==> config.mk <==
export PLATFORM = sky130hd
export DESIGN_NAME = gpio
export DESIGN_NICKNAME = d
export VERILOG_FILES = /design/src/rtl/gpio.sv
export SDC_FILE = /design/constraint.sdc
export NUM_CORES = 1
export LEC_CHECK = 0
export ABC_AREA = 1
export CAP_MARGIN = 20
export CORE_MARGIN = 5
export CORE_UTILIZATION = 45
export CTS_BUF_LIST = sky130_fd_sc_hd__clkbuf_8
export DETAILED_ROUTE_END_ITERATION = 8
export HOLD_SLACK_MARGIN = 0.05
export PLACE_DENSITY = 0.81
export SETUP_SLACK_MARGIN = 0.2
export SLEW_MARGIN = 15
export SYNTH_ARGS = -nofsm -noshare
export SYNTH_HDL_FRONTEND = slang
export SYNTH_SLANG_ARGS = --single-unit
==> constraint.sdc <==
create_clock -name clk -period 1.8 [get_ports clk]
set_input_delay 0.27 -clock clk [delete_from_list [all_inputs] [get_ports clk]]
set_output_delay 0.27 -clock clk [all_outputs]
set_load 0.01 [all_outputs]
==> src/rtl/gpio.sv <==
// Memory-mapped GPIO port: direction/output registers, two-flop input
// synchronizer, and two edge-triggered interrupt channels with W1C pending bits.
//
// Ports:
//   clk, rst        core clock, synchronous active-high reset
//   en, we          bus strobe and write select (read when en & ~we)
//   addr[3:0]       byte address in the port window; addr[1:0] ignored
//   wr_data[31:0]   write data, byte lanes gated by wr_strobe[3:0]
//   rd_data[31:0]   registered read data, held between reads
//   gpio_i          asynchronous pad inputs
//   gpio_o, gpio_oe pad output values and output enables (1 = drive)
//   int0, int1      level interrupt requests (pending bits of each channel)
module gpio #(
  parameter int unsigned WIDTH = 16
) (
  input  logic             clk,
  input  logic             rst,
  input  logic             en,
  input  logic             we,
  input  logic [3:0]       addr,
  input  logic [31:0]      wr_data,
  input  logic [3:0]       wr_strobe,
  output logic [31:0]      rd_data,
  input  logic [WIDTH-1:0] gpio_i,
  output logic [WIDTH-1:0] gpio_o,
  output logic [WIDTH-1:0] gpio_oe,
  output logic             int0,
  output logic             int1
);

  localparam int unsigned PIN_MAX = 16;
  localparam int unsigned SEL_W   = 4;

  localparam logic [1:0] REG_DIR    = 2'd0;
  localparam logic [1:0] REG_IN     = 2'd1;
  localparam logic [1:0] REG_OUT    = 2'd2;
  localparam logic [1:0] REG_INTCFG = 2'd3;

  logic [WIDTH-1:0]   dir;
  logic [WIDTH-1:0]   dout;
  logic [WIDTH-1:0]   s1;
  logic [WIDTH-1:0]   s2;
  logic [WIDTH-1:0]   prev;
  logic [SEL_W-1:0]   sel0;
  logic [SEL_W-1:0]   sel1;
  logic [1:0]         mode0;
  logic [1:0]         mode1;
  logic               pend0;
  logic               pend1;

  logic               wr_acc;
  logic               rd_acc;
  logic [1:0]         reg_idx;
  logic [PIN_MAX-1:0] lane_mask;
  logic [PIN_MAX-1:0] s2_ext;
  logic [PIN_MAX-1:0] prev_ext;
  logic               ev0;
  logic               ev1;
  logic               clr0;
  logic               clr1;
  logic [31:0]        rd_mux;
  logic               unused_bits;

  // Edge match for one channel; a select beyond the implemented pins never fires.
  function automatic logic edge_hit(input logic [1:0] mode,
                                    input logic [SEL_W-1:0] sel,
                                    input logic [PIN_MAX-1:0] cur,
                                    input logic [PIN_MAX-1:0] old);
    logic rise;
    logic fall;
    logic hit;
    rise = cur[sel] & ~old[sel];
    fall = ~cur[sel] & old[sel];
    hit  = 1'b0;
    if ({1'b0, sel} < 5'(WIDTH)) begin
      case (mode)
        2'b01:   hit = rise;
        2'b10:   hit = fall;
        2'b11:   hit = rise | fall;
        default: hit = 1'b0;
      endcase
    end
    return hit;
  endfunction

  assign wr_acc    = en & we;
  assign rd_acc    = en & ~we;
  assign reg_idx   = addr[3:2];
  assign lane_mask = {{8{wr_strobe[1]}}, {8{wr_strobe[0]}}};
  assign s2_ext    = PIN_MAX'(s2);
  assign prev_ext  = PIN_MAX'(prev);

  assign ev0 = edge_hit(mode0, sel0, s2_ext, prev_ext);
  assign ev1 = edge_hit(mode1, sel1, s2_ext, prev_ext);

  // W1C qualified by the byte lane holding each pending bit.
  assign clr0 = wr_acc && (reg_idx == REG_INTCFG) && wr_strobe[0] && wr_data[6];
  assign clr1 = wr_acc && (reg_idx == REG_INTCFG) && wr_strobe[1] && wr_data[14];

  // Bits outside the implemented register fields are intentionally dropped.
  assign unused_bits = ^{addr[1:0], wr_data, wr_strobe[3:2], lane_mask};

  // Read data selection.
  always_comb begin
    rd_mux = 32'd0;
    case (reg_idx)
      REG_DIR:    rd_mux = 32'(dir);
      REG_IN:     rd_mux = 32'(s2);
      REG_OUT:    rd_mux = 32'(dout);
      REG_INTCFG: rd_mux = {17'd0, pend1, mode1, sel1, 1'b0, pend0, mode0, sel0};
      default:    rd_mux = 32'd0;
    endcase
  end

  // Synchronizer and edge-history pipeline.
  always_ff @(posedge clk) begin
    if (rst) begin
      s1   <= '0;
      s2   <= '0;
      prev <= '0;
    end else begin
      s1   <= gpio_i;
      s2   <= s1;
      prev <= s2;
    end
  end

  // Bus-writable registers.
  always_ff @(posedge clk) begin
    if (rst) begin
      dir   <= '0;
      dout  <= '0;
      sel0  <= '0;
      sel1  <= '0;
      mode0 <= '0;
      mode1 <= '0;
    end else if (wr_acc) begin
      case (reg_idx)
        REG_DIR: dir <= (dir & ~lane_mask[WIDTH-1:0])
                      | (wr_data[WIDTH-1:0] & lane_mask[WIDTH-1:0]);
        REG_OUT: dout <= (dout & ~lane_mask[WIDTH-1:0])
                       | (wr_data[WIDTH-1:0] & lane_mask[WIDTH-1:0]);
        REG_INTCFG: begin
          if (wr_strobe[0]) begin
            sel0  <= wr_data[3:0];
            mode0 <= wr_data[5:4];
          end
          if (wr_strobe[1]) begin
            sel1  <= wr_data[11:8];
            mode1 <= wr_data[13:12];
          end
        end
        default: ;
      endcase
    end
  end

  // Pending bits: an event wins over a simultaneous clear.
  always_ff @(posedge clk) begin
    if (rst) begin
      pend0 <= 1'b0;
      pend1 <= 1'b0;
    end else begin
      pend0 <= ev0 | (pend0 & ~clr0);
      pend1 <= ev1 | (pend1 & ~clr1);
    end
  end

  // Read data register; holds when no read is issued.
  always_ff @(posedge clk) begin
    if (rst) begin
      rd_data <= 32'd0;
    end else if (rd_acc) begin
      rd_data <= rd_mux;
    end
  end

  assign gpio_oe = dir;
  assign gpio_o  = dout;
  assign int0    = pend0;
  assign int1    = pend1;

endmodule

# Word-level counts from Yosys, hierarchy flattened
# Index checks and enable logic that the tools add are counted.
[totals] ff_bits=126 in_bits=60 out_inout_bits=66 word_cells=69
[classes] n_lt_le_gt_ge=2 eq_ne=9 muxes=11 bitwise_logic=25 reduce_logical=10
[op_table] cell="$pmux 32 s4" n=1
[op_table] cell="$and 16x16->16" n=3
[op_table] cell="$or 16x16->16" n=2
[op_table] cell="$bmux 1 s4" n=4
[op_table] cell="$not 16->16" n=1
[op_table] cell="$eq 2x2->1 const B" n=6
[op_table] cell="$lt 4x5->1 const B" n=2
[op_table] cell="$and 1x1->1" n=8
[op_table] cell="$not 1->1" n=7
[op_table] cell="$eq 2x1->1 const B" n=3
[op_table] cell="$pmux 1 s3" n=2
[op_table] cell="$reduce_and 3->1" n=2
[op_table] cell="$logic_and 1x1->1" n=5
[op_table] cell="$mux 1" n=4
[op_table] cell="$or 1x1->1" n=4
[op_table] cell="$reduce_and 2->1" n=2
[op_table] cell="$logic_not 2->1" n=1

# Longest topological paths before layout
# Gate-level depths: netlist of run 1.
[logic_depth] ltp_word=7 ltp_mapped=14 ltp_nobuf=12

# Worst setup path after synthesis of run 1
# OpenSTA, ideal clock, no wires.
[synth_path] kind="flip-flop to flip-flop" from="register sel1[0]" to="register pend1 (netlist: int1)" setup_time_ps=70 arrival_time_ps=1599 required_ps=1730 path_slack_ps=130 stages_incl_launch_ff=14 path_buffers=2 period_less_slack_ps=1670 path_cell_list="dfxtp_1 buf_2 inv_2 buf_2 nand2_1 nand3_1 nand3_1 nand3_1 nand2_1 inv_1 ha_1 o21ai_0 nand2_1 a21oi_1"
[synth_via] elab_chain_cells=7 elab_cells_between_ends=11 cone_classes="5 x mux; 6 x bitwise"
[synth_rtl] item="start, declared" line_no="45" text="logic [SEL_W-1:0] sel1;"
[synth_rtl] item="start signal, assigned" line_no="149" text="sel1 <= wr_data[11:8];"
[synth_rtl] item="$bmux 1 s4" line_no="72, 73"
[synth_rtl] item="$mux 1 (implied by the code)" line_no="72, 73"
[synth_rtl] item="$not 1->1, on equally long branches" line_no="72, 73"
[synth_rtl] item="$and 1x1->1, on equally long branches" line_no="72, 73"
[synth_rtl] item="$or 1x1->1" line_no="79" text="2'b11: hit = rise | fall;"
[synth_rtl] item="$pmux 1 s3 (*)" line_no="76" text="case (mode)"
[synth_rtl] item="$or 1x1->1 (*)" line_no="165" text="pend1 <= ev1 | (pend1 & ~clr1);"
[synth_rtl] item="end signal, assigned" line_no="165"
[synth_rtl] item="end, declared" line_no="49" text="logic pend1;"
# Mark *: on every way between the ends. The rest lies on a longest branch, timed or not. The select of a mux whose other input is x is not followed.
# A chain may end at the register's enable or synchronous reset.

# Final worst setup path of run 1
[layout_path] from="register sel0[1]" to="register pend0 (netlist: int0)"
[layout_via] elab_chain_cells=7 elab_cells_between_ends=11 cone_classes="5 x mux; 6 x bitwise"
[layout_rtl] item="start, declared" line_no="44" text="logic [SEL_W-1:0] sel0;"
[layout_rtl] item="start signal, assigned" line_no="145" text="sel0 <= wr_data[3:0];"
[layout_rtl] item="$bmux 1 s4" line_no="72, 73"
[layout_rtl] item="$mux 1 (implied by the code)" line_no="72, 73"
[layout_rtl] item="$not 1->1, on equally long branches" line_no="72, 73"
[layout_rtl] item="$and 1x1->1, on equally long branches" line_no="72, 73"
[layout_rtl] item="$or 1x1->1" line_no="79"
[layout_rtl] item="$pmux 1 s3 (*)" line_no="76"
[layout_rtl] item="$or 1x1->1 (*)" line_no="164" text="pend0 <= ev0 | (pend0 & ~clr0);"
[layout_rtl] item="end signal, assigned" line_no="164"
[layout_rtl] item="end, declared" line_no="48" text="logic pend0;"
# Marks and branches as above.

==> impl_metrics.json, run 1 <==
{
  "hold-worst-slack_ns": 0.291,
  "dp_cells": 919,
  "insertion_delay_ns": 0.38,
  "switchingPower_mw": 1.33,
  "status": "complete, no violations",
  "drc": 0,
  "synth.distinct_cells": 22,
  "nets": 862,
  "synthArstFlopShare": 0,
  "antenna_found_initial": 0,
  "hold_path_class": "in -> reg",
  "fin_cells": 939,
  "maxSlewHeadroom": 0.633,
  "ys.flop_type": "dfxtp_1",
  "area_delta_synth_final_pct": 34.7,
  "fin_util": 0.625,
  "cts-root-buf": "clkbuf_8",
  "ys_seq_area_frac": 0.455,
  "timing.clock.skew_ns": 0.0120,
  "finalCritPeriodShare": 0.916,
  "ir_worst_vdd_v": 0.000537,
  "use_met1": 0.253,
  "syn_area_per_cell_um2": 6.92,
  "hold_depth": 3,
  "finalMaxSlewViolations": 0,
  "cts_tree": "built",
  "dpl.hpwl_mm": 9.53,
  "ys_ff_latch": 110,
  "drive_gt1_frac": 0.158,
  "gp_congestion": 0.991,
  "grt_usage": 0.205,
  "cp.arrival_ns": 1.91,
  "drtPass1Iterations": 5,
  "clk_path_buf_depth": 2,
  "io_buffers": 89,
  "path_depth": 11,
  "rr_worst_depth": 11,
  "power_density_nw_per_um2": 718,
  "dieArea_um2": 12900,
  "vias": 4854,
  "postRouteAntennaNets": 0,
  "path_class": "reg -> reg",
  "syn_area_um2": 4840,
  "crit_chain": "buf_6 > nand3_1 > nand3_2 > nand3_2 > nand2_2 > inv_2 > ha_4 > a21oi_2 > o21ai_1 > nand2_1 > a21oi_2",
  "grt_overflow": 0,
  "cellLeakagePower_nw": 3.01,
  "drt_iter0_drc": 533,
  "clock-sinks": 110,
  "rsz0062_at_grt": "yes",
  "fmax_ghz": 0.606,
  "routedWlPerCell_um": 14.9,
  "grt_max_degree": 53,
  "required_ns": 2.06,
  "core_um2": 10400,
  "setup_violations": 0,
  "cts_made_buffers": 9,
  "cp_slowest_stage_delay_ns": 0.43,
  "finalHoldViolCount": 0,
  "layout_commonest_cell": "inv_1",
  "end_kind": "flip-flop",
  "totalNegativeSetupSlack_ns": 0,
  "grt_pass1_vias": 4443,
  "cp_num_buf_inv": 2,
  "crit_path_top_delay_cell": "dfxtp_1",
  "combPwrFrac": 0.139,
  "via_per_inst": 5.17,
  "wl_mm": 14.0,
  "cp_top_family": "simple AND/OR/NAND/NOR gates",
  "fp.dieH_um": 114,
  "cts-htree-levels": 3,
  "p_clk_frac": 0.313,
  "grt_busiest_layer": "met2",
  "path_clk_slew_ns": 0.11,
  "num_antenna_cells": 0,
  "tightestPinTransition_ns": 0.550,
  "placed_area_um2": 5910,
  "initial_core_util": 0.465,
  "finalInstanceArea_um2": 6520,
  "final_cell_mix": "inv_1 (111), nand2_1 (110), dfxtp_1 (103)",
  "rows": 37,
  "worst_setup_path_start_kind": "flip-flop",
  "maxCapViolations": 0,
  "min_period_ns": 1.65,
  "die_w_um": 114,
  "switching_share": 0.285,
  "pwr-share-seq": 0.548,
  "met3_usage": 0.0435,
  "synth-edff-count": 0,
  "grtUsageMet2": 0.346,
  "io_pins": 126,
  "cp_max_fo": 9,
  "grt_pass1_wl_mm": 21.3,
  "synth_warnings": 0,
  "syn-instance-count": 699,
  "power.internal_mw": 3.34
}
## cell type report
cell class                      instances  area, um2
Sequential cell                       110       2220
Timing Repair Buffer                  121       1230
Fill cell                             888       3900
Clock buffer                            9        124
Inverter                              120        469
Tap cell                              136        170
Multi-Input combinational cell        436       2230
Clock inverter                          7       66.3
## path summary, 6_finish.rpt
path,slack [ns],from,end
setup / recovery,0.15,sel0[1],int0
setup reg to reg,0.15,sel0[1],int0
hold / removal,0.29,rst,s1[14]
hold reg to reg,0.41,s1[11],s2[11]
## Yosys cell counts (5+ instances only)
cell type  number  share of area
clkbuf_1       12         0.0093
dfxtp_1       110           0.46
inv_1         114          0.088
buf_4          19          0.029
a21oi_1        54          0.056
nand3_1        76          0.079
nor2_1         79          0.061
buf_2          17          0.018
nand2_1       128          0.099
o21ai_0        62          0.064
o211ai_1        5         0.0078
## worst min-delay path, cell delays in order
cell	delay, ns
buf_2	0.10
buf_4	0.20
nor2_1	0.06
## repair_timing
item,CTS,global route
cloned,2,0
setup endpoints to repair,14,21
pin swaps,20,30
gates resized for setup,34,80
buffers inserted,2,0
hold buffers,0,0
## metal layers
layer  share of wire  vias up
li1                -     2345
met1            0.40     2216
met2            0.49      256
met3           0.079       37
met4           0.031        0
met5               0        -
## cells by family after synthesis
logic type | count (synthesis) | share of synthesized area
AND/OR/NAND/NOR | 292 | 0.253
buffers and inverters | 168 | 0.149
AO/OA/AOI/OAI | 124 | 0.132
flip-flops | 110 | 0.455
adder cells (fa/ha/maj) | 4 | 0.0103
other | 1 | 0.000775
## per-stage QoR
| step | power (mW) | setup slack (ns) |
|---|---|---|
| detailed placement | 3.20 | -0.0513 |
| floorplan | 2.94 | 0.204 |
| global route | 4.85 | 0.0843 |
| CTS | 4.64 | 0.169 |
| global placement | 3.19 | 0.0350 |
| finish | 4.68 | 0.151 |
## power groups by stage
stage               clock (mW)  combinational [mW]  sequential, mW
floorplan                    0               0.317            2.62
global placement             0               0.574            2.62
detailed placement           0               0.582            2.62
CTS                       1.48               0.601            2.56
global route              1.56               0.715            2.57
finish                    1.47               0.650            2.56
(Power assumes the default switching activity.)
==> run 2, diff against run 1 <==
--- a/config.mk
+++ b/config.mk
@@ -6,13 +6,14 @@
 export NUM_CORES = 1
 export LEC_CHECK = 0
 export ABC_AREA = 1
+export ABC_CLOCK_PERIOD_IN_PS = 1800
 export CAP_MARGIN = 20
 export CORE_MARGIN = 5
-export CORE_UTILIZATION = 45
+export CORE_UTILIZATION = 35
 export CTS_BUF_LIST = sky130_fd_sc_hd__clkbuf_8
 export DETAILED_ROUTE_END_ITERATION = 8
 export HOLD_SLACK_MARGIN = 0.05
-export PLACE_DENSITY = 0.81
+export PLACE_DENSITY = 0.66
 export SETUP_SLACK_MARGIN = 0.2
 export SLEW_MARGIN = 15
 export SYNTH_ARGS = -nofsm -noshare
==> run 2 against run 1 <==
Die area rose by 26%. Largest cell class is now sequential cells. Combinational power shrank 3.5%. Setup slack improved by 0.016 ns. Critical endpoint unchanged. Power increased by 2.8%. Final cell count is 4.8% higher. Critical path type unchanged. Sequential share of layout area is 0.16 points higher. Worst hold slack improved by 0.077 ns. Global-route usage shrank 3.7 points.
==> impl_metrics.json, run 2 (synthesized netlist as in run 1, its figures left out) <==
{
  "cp.arrival_ns": 1.92,
  "cts_made_buffers": 9,
  "grt_pass1_vias": 4294,
  "cp_slowest_stage_delay_ns": 0.39,
  "cp_max_fo": 8,
  "setup_violations": 0,
  "hold_path_class": "in -> reg",
  "pwr-share-seq": 0.532,
  "n_fill_cell": 1398,
  "crit_path_top_delay_cell": "dfxtp_4",
  "totalNegativeSetupSlack_ns": 0,
  "gp_congestion": 0.914,
  "grt_overflow": 0,
  "finalMaxSlewViolations": 0,
  "rows": 43,
  "dpl.hpwl_mm": 10.1,
  "rsz0062_at_grt": "yes",
  "postRouteAntennaNets": 0,
  "endpoint": "int0",
  "drive_gt1_frac": 0.141,
  "clk_path_buf_depth": 2,
  "routedWlPerCell_um": 14.1,
  "grt_max_degree": 43,
  "antenna_found_initial": 0,
  "hold_depth": 3,
  "die_w_um": 128,
  "finalCritPeriodShare": 0.908,
  "fmax_ghz": 0.612,
  "insertion_delay_ns": 0.39,
  "dieArea_um2": 16300,
  "maxCapViolations": 0,
  "cp_top_family": "simple AND/OR/NAND/NOR gates",
  "power_density_nw_per_um2": 741,
  "status": "complete, no violations",
  "clock-sinks": 110,
  "worst_setup_path_start_kind": "flip-flop",
  "p_clk_frac": 0.337,
  "hold-worst-slack_ns": 0.368,
  "r2r_setup_slack_ns": 0.17,
  "cp_num_buf_inv": 2,
  "io_pins": 126,
  "cts_tree": "built",
  "initial_core_util": 0.353,
  "min_period_ns": 1.63,
  "timing.clock.skew_ns": 0.0149,
  "cts-htree-levels": 3,
  "crit_start": "sel0[0]",
  "grt_pass1_wl_mm": 21.8,
  "r2r_end": "int0",
  "drc": 0,
  "drt_iter0_drc": 398,
  "core_um2": 13700,
  "grt_usage": 0.169,
  "layout_commonest_cell": "nand2_1",
  "wl_mm": 13.9,
  "path_clk_slew_ns": 0.11,
  "path_class": "reg -> reg",
  "cts-root-buf": "clkbuf_8",
  "crit_chain": "buf_8 > nand2_1 > nand3_1 > nand3_2 > nand3_2 > nand2_2 > inv_1 > ha_4 > a21oi_1 > o21ai_2 > nand2_1 > a21oi_1",
  "ir_worst_vdd_v": 0.000503,
  "area_delta_synth_final_pct": 34.2,
  "required_ns": 2.09,
  "switchingPower_mw": 1.24,
  "end_kind": "flip-flop",
  "cellLeakagePower_nw": 3.17,
  "nets": 864,
  "path_depth": 12,
  "combPwrFrac": 0.130,
  "fp.dieH_um": 128,
  "fin_util": 0.473,
  "switching_share": 0.258,
  "via_per_inst": 4.77,
  "rr_worst_depth": 12,
  "vias": 4689,
  "final_cell_mix": "nand2_1 (116), inv_1 (113), dfxtp_1 (101)",
  "finalHoldViolCount": 0,
  "drtPass1Iterations": 5,
  "num_antenna_cells": 0,
  "worstReg2RegStart": "sel0[0]",
  "io_buffers": 89,
  "power.internal_mw": 3.57
}
run 2: worst min path at each step:
stage	slack (ns)	endpoint	start
floorplan	0.38	s1[0]	gpio_i[0]
global placement	0.39	s2[12]	s1[12]
detailed placement	0.39	s2[9]	s1[9]
CTS	0.35	prev[15]	rst
global route	0.36	flip-flop	rst
finish	0.37	flip-flop	rst
run 2: timing repair:
action / CTS / global route
pin swaps: 10 / 32
hold buffers: 0 / 0
gates resized for setup: 44 / 75
setup endpoints to repair: 27 / 23
setup buffers: 1 / 1
cloned: 1 / 0
run 2: power groups by stage:
stage	Clock [mW]	Combinational [mW]	Sequential, mW
2_1_floorplan	0	0.317	2.62
3_3_place_gp	0	0.586	2.62
3_5_place_dp	0	0.590	2.62
4_1_cts	1.67	0.592	2.56
5_1_grt	1.75	0.699	2.57
6_report	1.62	0.627	2.56
run 2: worst reg2reg max path, delay by kind of cell, from the launching register on:
family	cells	cell delay, ns
buffers and inverters	2	0.20
DFF	1	0.39
AOI/OAI and AO/OA	3	0.29
and+or+nand+nor	6	0.49
adders and majority gates	1	0.15
run 2: metrics by stage:
stage / total power [mW] / cells / instance area (um2) / setup slack (ns)
floorplan: 2.94 / 714 / 4910 / 0.204
global placement: 3.20 / 966 / 5980 / 0.00386
detailed placement: 3.21 / 966 / 5980 / -0.00401
CTS: 4.82 / 983 / 6220 / 0.155
global route: 5.03 / 984 / 6490 / 0.0598
finish: 4.81 / 984 / 6490 / 0.166
run 2: layout make-up:
type / instances / area, um2 / share of cell area
sequential: 110 / 2220 / 0.342
timing repair buffer: 123 / 1210 / 0.186
clock inverter: 6 / 86.3 / 0.0133
multi-input combinational: 436 / 2160 / 0.333
tap: 180 / 225 / 0.0347
clock buffer: 9 / 124 / 0.0191
inverter: 120 / 470 / 0.0725
run 2: per-layer routing:
metal,vias to the layer above,wire [um],track usage
met5,-,0,0
met4,0,284,0.0518
met3,21,893,0.0443
met2,166,6770,0.278
met1,2152,5910,0.216
li1,2350,-,-
==> run 3, diff against run 2 <==
--- a/config.mk
+++ b/config.mk
@@ -15,7 +15,7 @@
 export HOLD_SLACK_MARGIN = 0.05
 export PLACE_DENSITY = 0.66
 export SETUP_SLACK_MARGIN = 0.2
-export SLEW_MARGIN = 15
+export SLEW_MARGIN = 20
 export SYNTH_ARGS = -nofsm -noshare
 export SYNTH_HDL_FRONTEND = slang
 export SYNTH_SLANG_ARGS = --single-unit
==> results of run 3 <==
No change in the layout: final DEF, timing and power equal those of run 2.
